==> src/rtl/almacen_lane_arbiter_pkg.sv <==
// Shared definitions for the single-lane arbiter: state codes, side IDs
// and default timing parameters.
`timescale 1ns/1ps
package almacen_lane_arbiter_pkg;

    localparam int ST_W = 2;

    // Lane state codes; these values are visible on the ST output.
    typedef enum logic [ST_W-1:0] {
        ST_IDLE   = 2'd0,
        ST_GRANT1 = 2'd1,
        ST_GRANT2 = 2'd2,
        ST_CLEAR  = 2'd3
    } state_t;

    // Entry sides. These double as the round-robin memory of who went last.
    typedef enum logic [1:0] {
        SIDE1 = 2'd1,
        SIDE2 = 2'd2
    } side_t;

    localparam int GREEN_MIN_DEF = 8;
    localparam int GREEN_MAX_DEF = 32;
    localparam int CLEAR_T_DEF   = 4;
    localparam int DB_LEN_DEF    = 3;
    localparam int CW_DEF        = 6;

    // Grant state that a tie resolves to, given the side served last.
    function automatic state_t tie_grant(input side_t last_side);
        return (last_side == SIDE1) ? ST_GRANT2 : ST_GRANT1;
    endfunction

endpackage

==> src/rtl/almacen_lane_arbiter_if.sv <==
// Sensor/light bundle between the lane arbiter and its surroundings.
// Request/grant semantics: Sx is a level request that stays high while a
// vehicle waits or passes; Vx high means side x may enter and is held for
// as long as the arbiter grants it; Rx is always the complement of Vx.
// At most one V is ever high. OCC high keeps the lane all-red.
`timescale 1ns/1ps
interface almacen_lane_arbiter_if;
    import almacen_lane_arbiter_pkg::*;

    logic            S1;
    logic            S2;
    logic            OCC;
    logic            V1;
    logic            R1;
    logic            V2;
    logic            R2;
    logic [ST_W-1:0] ST;

    modport master (
        output S1, S2, OCC,
        input  V1, R1, V2, R2, ST
    );

    modport slave (
        input  S1, S2, OCC,
        output V1, R1, V2, R2, ST
    );

endinterface

==> src/rtl/almacen_lane_arbiter_sensor_cond.sv <==
// Sensor conditioning: 2-flop synchronizer, optionally followed by a
// stability filter when SENSOR_DEBOUNCE_EN is defined.
`timescale 1ns/1ps
module almacen_lane_arbiter_sensor_cond
    import almacen_lane_arbiter_pkg::*;
#(
    parameter int DB_LEN = DB_LEN_DEF
) (
    input  logic clk,
    input  logic rst,
    input  logic din,
    output logic dout
);

`ifdef SENSOR_DEBOUNCE_EN
    localparam bit DB_ON = 1'b1;
`else
    localparam bit DB_ON = 1'b0;
`endif

    logic meta;
    logic sync;

    // Two-stage synchronizer for the asynchronous sensor line.
    always_ff @(posedge clk or posedge rst) begin
        if (rst) begin
            meta <= 1'b0;
            sync <= 1'b0;
        end else begin
            meta <= din;
            sync <= meta;
        end
    end

    generate
        if (DB_ON && DB_LEN > 0) begin : g_db
            localparam int DBW = (DB_LEN > 1) ? $clog2(DB_LEN) : 1;
            logic [DBW-1:0] cnt;
            logic           filt;

            // Accept a new level only after DB_LEN consecutive differing samples.
            always_ff @(posedge clk or posedge rst) begin
                if (rst) begin
                    cnt  <= '0;
                    filt <= 1'b0;
                end else if (sync == filt) begin
                    cnt <= '0;
                end else if (cnt == DBW'(DB_LEN - 1)) begin
                    cnt  <= '0;
                    filt <= sync;
                end else begin
                    cnt <= cnt + DBW'(1);
                end
            end

            assign dout = filt;
        end else begin : g_raw
            assign dout = sync;
        end
    endgenerate

endmodule

==> src/rtl/almacen_lane_arbiter.sv <==
// Single-lane arbiter: grants one entry side at a time with minimum and
// maximum green times, round-robin on ties, and an all-red clearance
// interval stretched by lane occupancy. Optional sensor debounce is
// enabled by defining SENSOR_DEBOUNCE_EN.
`timescale 1ns/1ps
module almacen_lane_arbiter
    import almacen_lane_arbiter_pkg::*;
#(
    parameter int GREEN_MIN = GREEN_MIN_DEF,
    parameter int GREEN_MAX = GREEN_MAX_DEF,
    parameter int CLEAR_T   = CLEAR_T_DEF,
    parameter int DB_LEN    = DB_LEN_DEF,
    parameter int CW        = CW_DEF
) (
    input  logic                  clk,
    input  logic                  rst,
    almacen_lane_arbiter_if.slave bus
);

    localparam logic [CW-1:0] T_GMIN = CW'(GREEN_MIN - 1);
    localparam logic [CW-1:0] T_GMAX = CW'(GREEN_MAX - 1);
    localparam logic [CW-1:0] T_CLR  = CW'(CLEAR_T - 1);

    logic s1q;
    logic s2q;
    logic occq;

    almacen_lane_arbiter_sensor_cond #(.DB_LEN(DB_LEN)) u_s1 (
        .clk (clk), .rst (rst), .din (bus.S1), .dout (s1q)
    );
    almacen_lane_arbiter_sensor_cond #(.DB_LEN(DB_LEN)) u_s2 (
        .clk (clk), .rst (rst), .din (bus.S2), .dout (s2q)
    );
    almacen_lane_arbiter_sensor_cond #(.DB_LEN(DB_LEN)) u_occ (
        .clk (clk), .rst (rst), .din (bus.OCC), .dout (occq)
    );

    state_t        state;
    state_t        state_nx;
    side_t         last;
    side_t         last_nx;
    logic [CW-1:0] timer;
    logic [CW-1:0] timer_nx;
    logic [CW-1:0] timer_inc;
    logic          leave1;
    logic          leave2;
    logic          v1_q;
    logic          r1_q;
    logic          v2_q;
    logic          r2_q;

    // The timer never wraps: it parks at GREEN_MAX-1, which also bounds CLEAR.
    assign timer_inc = (timer >= T_GMAX) ? timer : timer + CW'(1);

    // A green side yields once its minimum is served and it is either done or
    // contested; the GREEN_MAX term caps a contested green.
    assign leave1 = ((timer >= T_GMIN) && (!s1q || s2q)) || ((timer == T_GMAX) && s2q);
    assign leave2 = ((timer >= T_GMIN) && (!s2q || s1q)) || ((timer == T_GMAX) && s1q);

    // State, timer and round-robin memory registers.
    always_ff @(posedge clk or posedge rst) begin
        if (rst) begin
            state <= ST_IDLE;
            timer <= '0;
            last  <= SIDE2;
        end else begin
            state <= state_nx;
            timer <= timer_nx;
            last  <= last_nx;
        end
    end

    // Next-state, timer and last-served decisions.
    always_comb begin
        state_nx = state;
        timer_nx = timer;
        last_nx  = last;
        case (state)
            ST_IDLE: begin
                timer_nx = '0;
                if (s1q && s2q) begin
                    state_nx = tie_grant(last);
                end else if (s1q) begin
                    state_nx = ST_GRANT1;
                end else if (s2q) begin
                    state_nx = ST_GRANT2;
                end
            end
            ST_GRANT1: begin
                if (leave1) begin
                    state_nx = ST_CLEAR;
                    last_nx  = SIDE1;
                    timer_nx = '0;
                end else begin
                    timer_nx = timer_inc;
                end
            end
            ST_GRANT2: begin
                if (leave2) begin
                    state_nx = ST_CLEAR;
                    last_nx  = SIDE2;
                    timer_nx = '0;
                end else begin
                    timer_nx = timer_inc;
                end
            end
            ST_CLEAR: begin
                if ((timer >= T_CLR) && !occq) begin
                    state_nx = ST_IDLE;
                    timer_nx = '0;
                end else begin
                    timer_nx = timer_inc;
                end
            end
            default: begin
                state_nx = ST_IDLE;
                timer_nx = '0;
            end
        endcase
    end

    // Lights are registered from the next state so they change with ST.
    always_ff @(posedge clk or posedge rst) begin
        if (rst) begin
            v1_q <= 1'b0;
            r1_q <= 1'b1;
            v2_q <= 1'b0;
            r2_q <= 1'b1;
        end else begin
            v1_q <= (state_nx == ST_GRANT1);
            r1_q <= (state_nx != ST_GRANT1);
            v2_q <= (state_nx == ST_GRANT2);
            r2_q <= (state_nx != ST_GRANT2);
        end
    end

    assign bus.V1 = v1_q;
    assign bus.R1 = r1_q;
    assign bus.V2 = v2_q;
    assign bus.R2 = r2_q;
    assign bus.ST = state;

endmodule

==> src/flat_wrapper.sv <==
// flat-port wrapper written by rule: the top's interface ports become plain ports
module almacen_lane_arbiter_flat import almacen_lane_arbiter_pkg::*;
#(
    parameter int GREEN_MIN = GREEN_MIN_DEF,
    parameter int GREEN_MAX = GREEN_MAX_DEF,
    parameter int CLEAR_T   = CLEAR_T_DEF,
    parameter int DB_LEN    = DB_LEN_DEF,
    parameter int CW        = CW_DEF
)
  (clk, rst, bus_S1, bus_S2, bus_OCC, bus_V1, bus_R1, bus_V2, bus_R2, bus_ST);
  almacen_lane_arbiter_if bus_i ();
  input  logic clk;
  input  logic rst;
  input wire logic [$bits(bus_i.S1)-1:0] bus_S1;
  input wire logic [$bits(bus_i.S2)-1:0] bus_S2;
  input wire logic [$bits(bus_i.OCC)-1:0] bus_OCC;
  output wire logic [$bits(bus_i.V1)-1:0] bus_V1;
  output wire logic [$bits(bus_i.R1)-1:0] bus_R1;
  output wire logic [$bits(bus_i.V2)-1:0] bus_V2;
  output wire logic [$bits(bus_i.R2)-1:0] bus_R2;
  output wire logic [$bits(bus_i.ST)-1:0] bus_ST;
  assign bus_i.S1 = bus_S1;
  assign bus_i.S2 = bus_S2;
  assign bus_i.OCC = bus_OCC;
  assign bus_V1 = bus_i.V1;
  assign bus_R1 = bus_i.R1;
  assign bus_V2 = bus_i.V2;
  assign bus_R2 = bus_i.R2;
  assign bus_ST = bus_i.ST;
  almacen_lane_arbiter #(.GREEN_MIN(GREEN_MIN), .GREEN_MAX(GREEN_MAX), .CLEAR_T(CLEAR_T), .DB_LEN(DB_LEN), .CW(CW)) u_core (.clk(clk), .rst(rst), .bus(bus_i));
endmodule
==> config.mk <==
export PLATFORM = sky130hd
export DESIGN_NAME = almacen_lane_arbiter_flat
export DESIGN_NICKNAME = d
export VERILOG_FILES = /design/src/rtl/almacen_lane_arbiter_pkg.sv /design/src/rtl/almacen_lane_arbiter_if.sv /design/src/rtl/almacen_lane_arbiter_sensor_cond.sv /design/src/rtl/almacen_lane_arbiter.sv /design/src/flat_wrapper.sv
export SDC_FILE = /design/constraint.sdc
export NUM_CORES = 1
export LEC_CHECK = 0
export BUFFER_PORTS_ARGS = -buffer_cell sky130_fd_sc_hd__buf_2
export CAP_MARGIN = 20
export CORE_ASPECT_RATIO = 1.25
export CORE_UTILIZATION = 25
export DETAILED_ROUTE_END_ITERATION = 10
export HOLD_SLACK_MARGIN = 0.1
export PLACE_DENSITY = 0.51
export SLEW_MARGIN = 10
export SYNTH_ARGS = -nofsm -noshare
export SYNTH_HDL_FRONTEND = slang
export SYNTH_SLANG_ARGS = --single-unit
==> constraint.sdc <==
create_clock -name clk -period 2.53 [get_ports clk]
set_clock_uncertainty 0.05 [all_clocks]
set_input_delay 0.759 -clock clk [delete_from_list [all_inputs] [get_ports clk]]
set_output_delay 0.759 -clock clk [all_outputs]
set_load 0.02 [all_outputs]
==> results of run 1 <==
synth_stat cells (all sizes together) (2+ instances only):
master  number
dfrtp       17
a211oi       3
dfstp        3
nor2b        7
nor2         8
o21ai        6
nor3b        2
ha           6
nand3        2
nand2b       2
a21oi        5
nand2        3
inv          6
a22oi        2
stage by stage:
step                      setup WS [ps]  std cells
final                               690        136
after global routing                554        136
after CTS                           668        136
after detailed placement            694        132
after global placement              698        132
after floorplan                     739         83
cell usage in the layout (no fill, tap or decap), drive strengths merged:
master   Yosys  layout
dfrtp       17      17
buf          0      10
nor2         8       8
nor2b        7       7
inv          6       6
ha           6       6
o21ai        6       6
a21oi        5       5
clkbuf       0       4
nand2        3       3
dfstp        3       3
a211oi       3       3
nand3        2       2
nor3b        2       2
a22oi        2       2
nand2b       2       2
nor3         1       1
a21o         1       1
and3         1       1
xnor2        1       1
nor4b        1       1
a22o         1       1
o31ai        1       1
mux2i        1       1
o2bb2ai      1       1
a21boi       1       1
a31oi        1       1
registers in the layout, summed over array words and instances, names as in the netlist:
name / count
u_core.last: 2
u_core.u_occ.dout: 1
u_core.u_s1.meta: 1
u_core.bus.R1: 1
u_core.bus.R2: 1
u_core.u_s1.dout: 1
u_core.u_occ.meta: 1
u_core.bus.ST: 2
u_core.u_s2.meta: 1
u_core.bus.V2: 1
u_core.timer: 6
u_core.bus.V1: 1
u_core.u_s2.dout: 1
critical path, cell delays in order (launching register included):
cell and delay, ps:
dfrtp_1 470, ha_1 270, nor4b_2 170, a22o_4 250
a211oi_2 240, a22oi_2 120, nor2b_1 150
path summary, 6_finish.rpt:
path,to,slack (ps),cells after the start
max in group asynchronous,u_core.bus.V1$_DFF_PP0_,1400,2
min,u_core.u_s1.dout$_DFF_PP0_,300,0
max,u_core.bus.V1$_DFF_PP0_,690,6
max reg2reg,u_core.bus.V1$_DFF_PP0_,690,6
min in group asynchronous,u_core.timer[5]$_DFF_PP0_,570,2
min reg2reg,u_core.u_s1.dout$_DFF_PP0_,300,0
final cells by class:
cell class | count | area share, %
timing repair buffer | 10 | 4.51
sequential | 20 | 45.4
tap | 39 | 4.40
inverter | 6 | 2.03
clock buffer | 4 | 4.06
multi-input combinational | 57 | 39.6
power by group through the flow:
| stage | logic [mW] | clock network [mW] | registers [mW] |
|---|---|---|---|
| 6_report | 0.591 | 0.210 | 0.479 |
| 5_1_grt | 0.653 | 0.233 | 0.493 |
| 4_1_cts | 0.602 | 0.224 | 0.480 |
| 3_5_place_dp | 0.599 | 0 | 0.485 |
| 3_3_place_gp | 0.591 | 0 | 0.481 |
| 2_1_floorplan | 0.421 | 0 | 0.524 |
layer usage:
layer,up-vias,track usage [%],routed length [µm]
li1,316,-,-
met1,302,10.3,685
met2,15,14.5,797
met3,6,2.17,70
met4,0,6.23,57
met5,-,0,0
kinds of logic after synthesis:
family | synth area share, %
muxes | 1.04
AOI/OAI and AO/OA | 18.8
DFF | 52.2
adders and majority gates | 7.77
buffers and inverters | 2.33
xor gates and xnor gates | 0.907
and+or+nand+nor | 17.0
==> summary.md, run 1 <==
| Metric | Value |
|---|---|
| Post-CTS sizing | `0` |
| Worst setup SP type | `flop` |
| First-pass GRT wire length | `2730 µm` |
| Total global-route track usage | `8.93%` |
| Syn Std Cell Area | `966 µm²` |
| Min-delay src | `u_core.u_s1.meta$_DFF_PP0_` |
| Peak supply drop | `0.556 mV` |
| Data arrival time at the worst-slack endpoint | `1920 ps` |
| Final HPWL DP | `1220 µm` |
| Number of warnings reported in the yosys synthesis log | `0` |
| Critical path origin | `u_core.bus.ST[0]$_DFF_PP0_` |
| Final wirelength | `1610 µm` |
| Cell Int Power | `0.775 mW` |
| # H-tree levels | `1` |
| Cell at the root of the clock tree | `clkbuf_8` |
| N_diodes | `0` |
| Cell type with the largest total area after synthesis | `dfrtp_1` |
| Number of inserted filler cells in the final layout | `386` |
| Area growth from synthesis to final layout | `14.9%` |
| Number of antenna violations at the first check in global routing | `0` |
| Core ar. | `3600 µm²` |
| Number of violations reported at the end of detailed-routing iteration 0 | `15` |
| FF+latch count, synth | `20` |
| Number of hold buffers added after cts | `0` |
| Storage element area | `504 µm²` |
| Worst setup path category | `reg -> reg` |
| Sequential Power Share | `37.4%` |
| Finished Core Util | `30.8%` |
| CTS tree | `done` |
| Slew Limit Headroom | `51.1%` |
| Required arrival time at the worst endpoint | `2610 ps` |
| Vias per cell | `4.70` |
| Slew @ Worst Pin | `732 ps` |
| CTS clk-pin slew, worst paths | `70 ps` |
| Kind of path behind the tightest hold check | `reg -> reg` |
| Number of enable-type register cells in the synthesized netlist | `0` |
| Sw Ratio | `39.4%` |
| Final #Nets | `109` |
| Proportion of layout cells with a drive suffix above 1 | `26.8%` |
| Aggregate global routing overflow | `0` |
| Max clock buf depth | `2` |
| Final hold violation count | `0` |
| Final standard cell area without fillers | `1110 µm²` |
| Skew-Pair Late Insertion Delay | `260 ps` |
| Effective utilization at floorplan | `26.8%` |
| Origin of the critical flop-to-flop path | `u_core.bus.ST[0]$_DFF_PP0_` |
| Final setup fails | `0` |
| GPL Wtd Cong | `0.818` |
| Switching power | `0.504 mW` |
| Vias | `639` |
| Number of detailed-route iterations in the first pass | `4` |
| Worst hold margin | `299 ps` |
| Average wire length per cell after detail routing | `11.8 µm` |
| Pwr Density | `1150 nW/µm²` |
| Post-DRT Antenna Nets | `0` |
| Netlist cell types | `28` |
| Post-Syn Instances | `83` |
| Placement-stage cell area | `1060 µm²` |
| Overall Power | `1.28 mW` |
| Syn Area/Cell | `11.6 µm²` |
| Number of clock buffers inserted by TritonCTS | `3` |
| # DRC | `0` |
| Pin count of the biggest net entering global routing | `21` |
| Relative contribution of the clock network to total power | `16.4%` |
| Area of the multi-input gates | `439 µm²` |
| Async SR Flop Fraction | `100%` |
| Overall die width | `57.6 µm` |
| Min Clock Period, post-route | `1840 ps` |
| Post-synth net total | `94` |
| Die footprint | `4120 µm²` |
| Setup fix buffers added after clock tree synthesis | `0` |
| Seq/Total Area, Yosys | `52.2%` |
| Leakage power of the design | `0.499 nW` |
| Top area cells in the synthesized netlist | `dfrtp_1, dfstp_2, ha_1, nor2b_1, nor2_1` |
| Max-slew violation count | `0` |
| Synth Flop Type | `dfrtp_1` |
| Final cycle utilization of the critical path | `72.7%` |
| Critical path capture point type | `flop` |
| Cell Rows | `24` |
| Run status | `finished clean` |
| Total of buffers placed on input and output ports | `10` |
| Number of sinks on the clock net | `20` |
| Share of the synthesized area in the top cell type | `44.0%` |
| Number of top-level pins | `11` |
| RSZ-0062 raised after global routing | `false` |
| Fmax | `544 MHz` |
| Critical path fanouts, max | `7` |
| Combinational share of power | `46.2%` |
| # Max-Cap Violations | `0` |
| Chip height | `71.5 µm` |
| TNS Setup | `0 ps` |
| Via count of the first global-routing pass | `643` |
Power figures use the tool's default switching activity.
==> inputs of run 2 (changes only) <==
PLACE_DENSITY = 0.52   (was 0.51)
clock period = 1.6 ns   (was 2.53 ns; I/O delays follow)
==> summary.md, run 2 (same netlist as run 1, synthesis figures left out) <==
| Metric | Value |
|---|---|
| Run status | `complete, but fails checks` |
| Violated checks | `setup timing` |
| Final hold violation count | `0 (unchanged)` |
| Worst setup path category | `reg -> reg` |
| CTS tree | `done` |
| TNS Setup | `-436 ps (-436 ps)` |
| Number of flip-flops in the largest register | `6 (unchanged)` |
| Min Clock Period, post-route | `1680 ps (-163 ps)` |
| Die footprint | `4120 µm² (unchanged)` |
| Number of detailed-route iterations in the first pass | `4 (unchanged)` |
| Max clock buf depth | `2 (unchanged)` |
| Max-slew violation count | `0 (unchanged)` |
| Final setup fails | `12 (+12)` |
| CTS clk-pin slew, worst paths | `70 ps (about the same)` |
| Number of clock buffers inserted by TritonCTS | `3 (unchanged)` |
| Post-DRT Antenna Nets | `0 (unchanged)` |
| Origin of the critical flop-to-flop path | `u_core.timer[0]$_DFF_PP0_` |
| Number of antenna violations at the first check in global routing | `0 (unchanged)` |
| Effective utilization at floorplan | `26.8% (unchanged)` |
| # H-tree levels | `1 (unchanged)` |
| Most flop-heavy register | `u_core.timer` |
| Most used cells in the layout excluding fill and tap cells | `buf_4, dfrtp_1, buf_2` |
| Pwr Density | `1870 nW/µm² (+62%)` |
| Worst setup SP type | `flop` |
| First-pass GRT wire length | `3480 µm (+28%)` |
| Kind of path behind the tightest hold check | `in -> async` |
| Number of sinks on the clock net | `20 (unchanged)` |
| Final worst-path setup slack | `-76.3 ps (-767 ps)` |
| Average wire length per cell after detail routing | `13.1 µm (+10%)` |
| GPL Wtd Cong | `0.811 (-0.89%)` |
| Vias per cell | `4.58 (-2.6%)` |
| Overall die width | `57.6 µm (unchanged)` |
| Critical path capture point type | `flop` |
| Final wirelength | `2010 µm (+25%)` |
| Vias | `705 (+10%)` |
| Cell at the root of the clock tree | `clkbuf_8` |
| Peak supply drop | `0.973 mV (+75%)` |
| Cell Rows | `24 (unchanged)` |
| Via count of the first global-routing pass | `779 (+21%)` |
| Slew Limit Headroom | `78.2% (+27 points)` |
| N_diodes | `0 (unchanged)` |
| RSZ-0062 raised after global routing | `true` |
| Most frequent standard cell in the layout excluding fill and tap cells | `buf_4` |
| Data arrival time at the worst-slack endpoint | `1820 ps (-100 ps)` |
| Critical path fanouts, max | `5 (-2)` |
| Slew @ Worst Pin | `327 ps (-406 ps)` |
| Total global-route track usage | `10.9% (+2.0 points)` |
| Skew-Pair Late Insertion Delay | `260 ps (about the same)` |
| Number of top-level pins | `11 (unchanged)` |
| Fmax | `597 MHz (+9.7%)` |
| Proportion of layout cells with a drive suffix above 1 | `48.7% (+22 points)` |
| # Max-Cap Violations | `0 (unchanged)` |
| Final cycle utilization of the critical path | `105% (+32 points)` |
| Total of buffers placed on input and output ports | `10 (unchanged)` |
| Final #Nets | `127 (+17%)` |
| Critical path origin | `u_core.timer[0]$_DFF_PP0_` |
| Aggregate global routing overflow | `0 (unchanged)` |
| Leakage power of the design | `0.598 nW (+20%)` |
| Area growth from synthesis to final layout | `36.9%` |
| Pin count of the biggest net entering global routing | `21 (unchanged)` |
| # DRC | `0 (unchanged)` |
| Required arrival time at the worst endpoint | `1750 ps (-860 ps)` |
| Chip height | `71.5 µm (unchanged)` |
| Final standard cell area without fillers | `1320 µm² (+19%)` |
| Core ar. | `3600 µm² (unchanged)` |
| Placement-stage cell area | `1220 µm² (+14%)` |
| Final HPWL DP | `1450 µm (+19%)` |
| Number of violations reported at the end of detailed-routing iteration 0 | `8 (-7)` |
## run 2: where the power goes
| part | total (mW) | switching (mW) | internal (mW) |
|---|---|---|---|
| Sequential | 0.754 | 0.0998 | 0.654 |
| Clock | 0.390 | 0.170 | 0.219 |
| Combinational | 1.32 | 0.661 | 0.662 |
## run 2: routing by layer
layer  part of all wire [%]  GRT usage [%]  vias up
li1                       -              -      349
met1                     45           13.6      341
met2                     50           18.7       12
met3                    3.6           2.35        3
met4                    1.2           3.25        0
met5                      0              0        -
## run 2: cell type report
cell class	instances	area, µm²
clock buffers	4	55.1
fillers	371	2280
inverters	6	22.5
multi-input cells	57	492
flip-flops and latches	20	509
well taps	39	48.8
repair buffers	28	195
## run 2: stage by stage
stage / hold slack [ps] / util (%) / power [mW] / std cells / setup WS, ps
2_1_floorplan: 281 / - / 1.55 / 83 / -23.8
3_3_place_gp: 289 / 33.8 / 1.97 / 149 / -118
3_5_place_dp: 293 / 33.8 / 1.99 / 149 / -109
4_1_cts: 193 / 35.6 / 2.40 / 152 / -77.7
5_1_grt: 219 / 36.7 / 2.63 / 154 / -156
6_report: 185 / 36.7 / 2.47 / 154 / -76.3
## run 2: path summary, 6_finish.rpt
| check | endpoint | slack (ps) | cells past startpoint |
|---|---|---|---|
| worst max-delay path | u_core.bus.V2$_DFF_PP0_ | -80 | 6 |
| worst min-delay path | u_core.timer[0]$_DFF_PP0_ | 180 | 3 |
| worst max register to register | u_core.bus.V2$_DFF_PP0_ | -80 | 6 |
| worst min register to register | u_core.u_s2.dout$_DFF_PP0_ | 310 | 0 |
| max in group asynchronous | u_core.last[1]$_DFFE_PP1P_ | 1040 | 3 |
| min in group clk | u_core.u_occ.meta$_DFF_PP0_ | 270 | 1 |
## run 2: what timing repair did
item / in CTS / in global routing
endpoints found under the setup margin: 12 / 14
setup buffers: 0 / 2
gates resized for setup: 5 / 6
hold endpoints to repair: 0 / 0
pin swaps: 4 / 3
hold buffers: 0 / 0
## run 2: critical path, stage by stage (launching register included)
cell      delay [ps]
dfrtp_2          440
ha_2             230
nor4b_4          220
a22o_4           190
a211oi_2          70
a22oi_2          250
nor2b_1          170
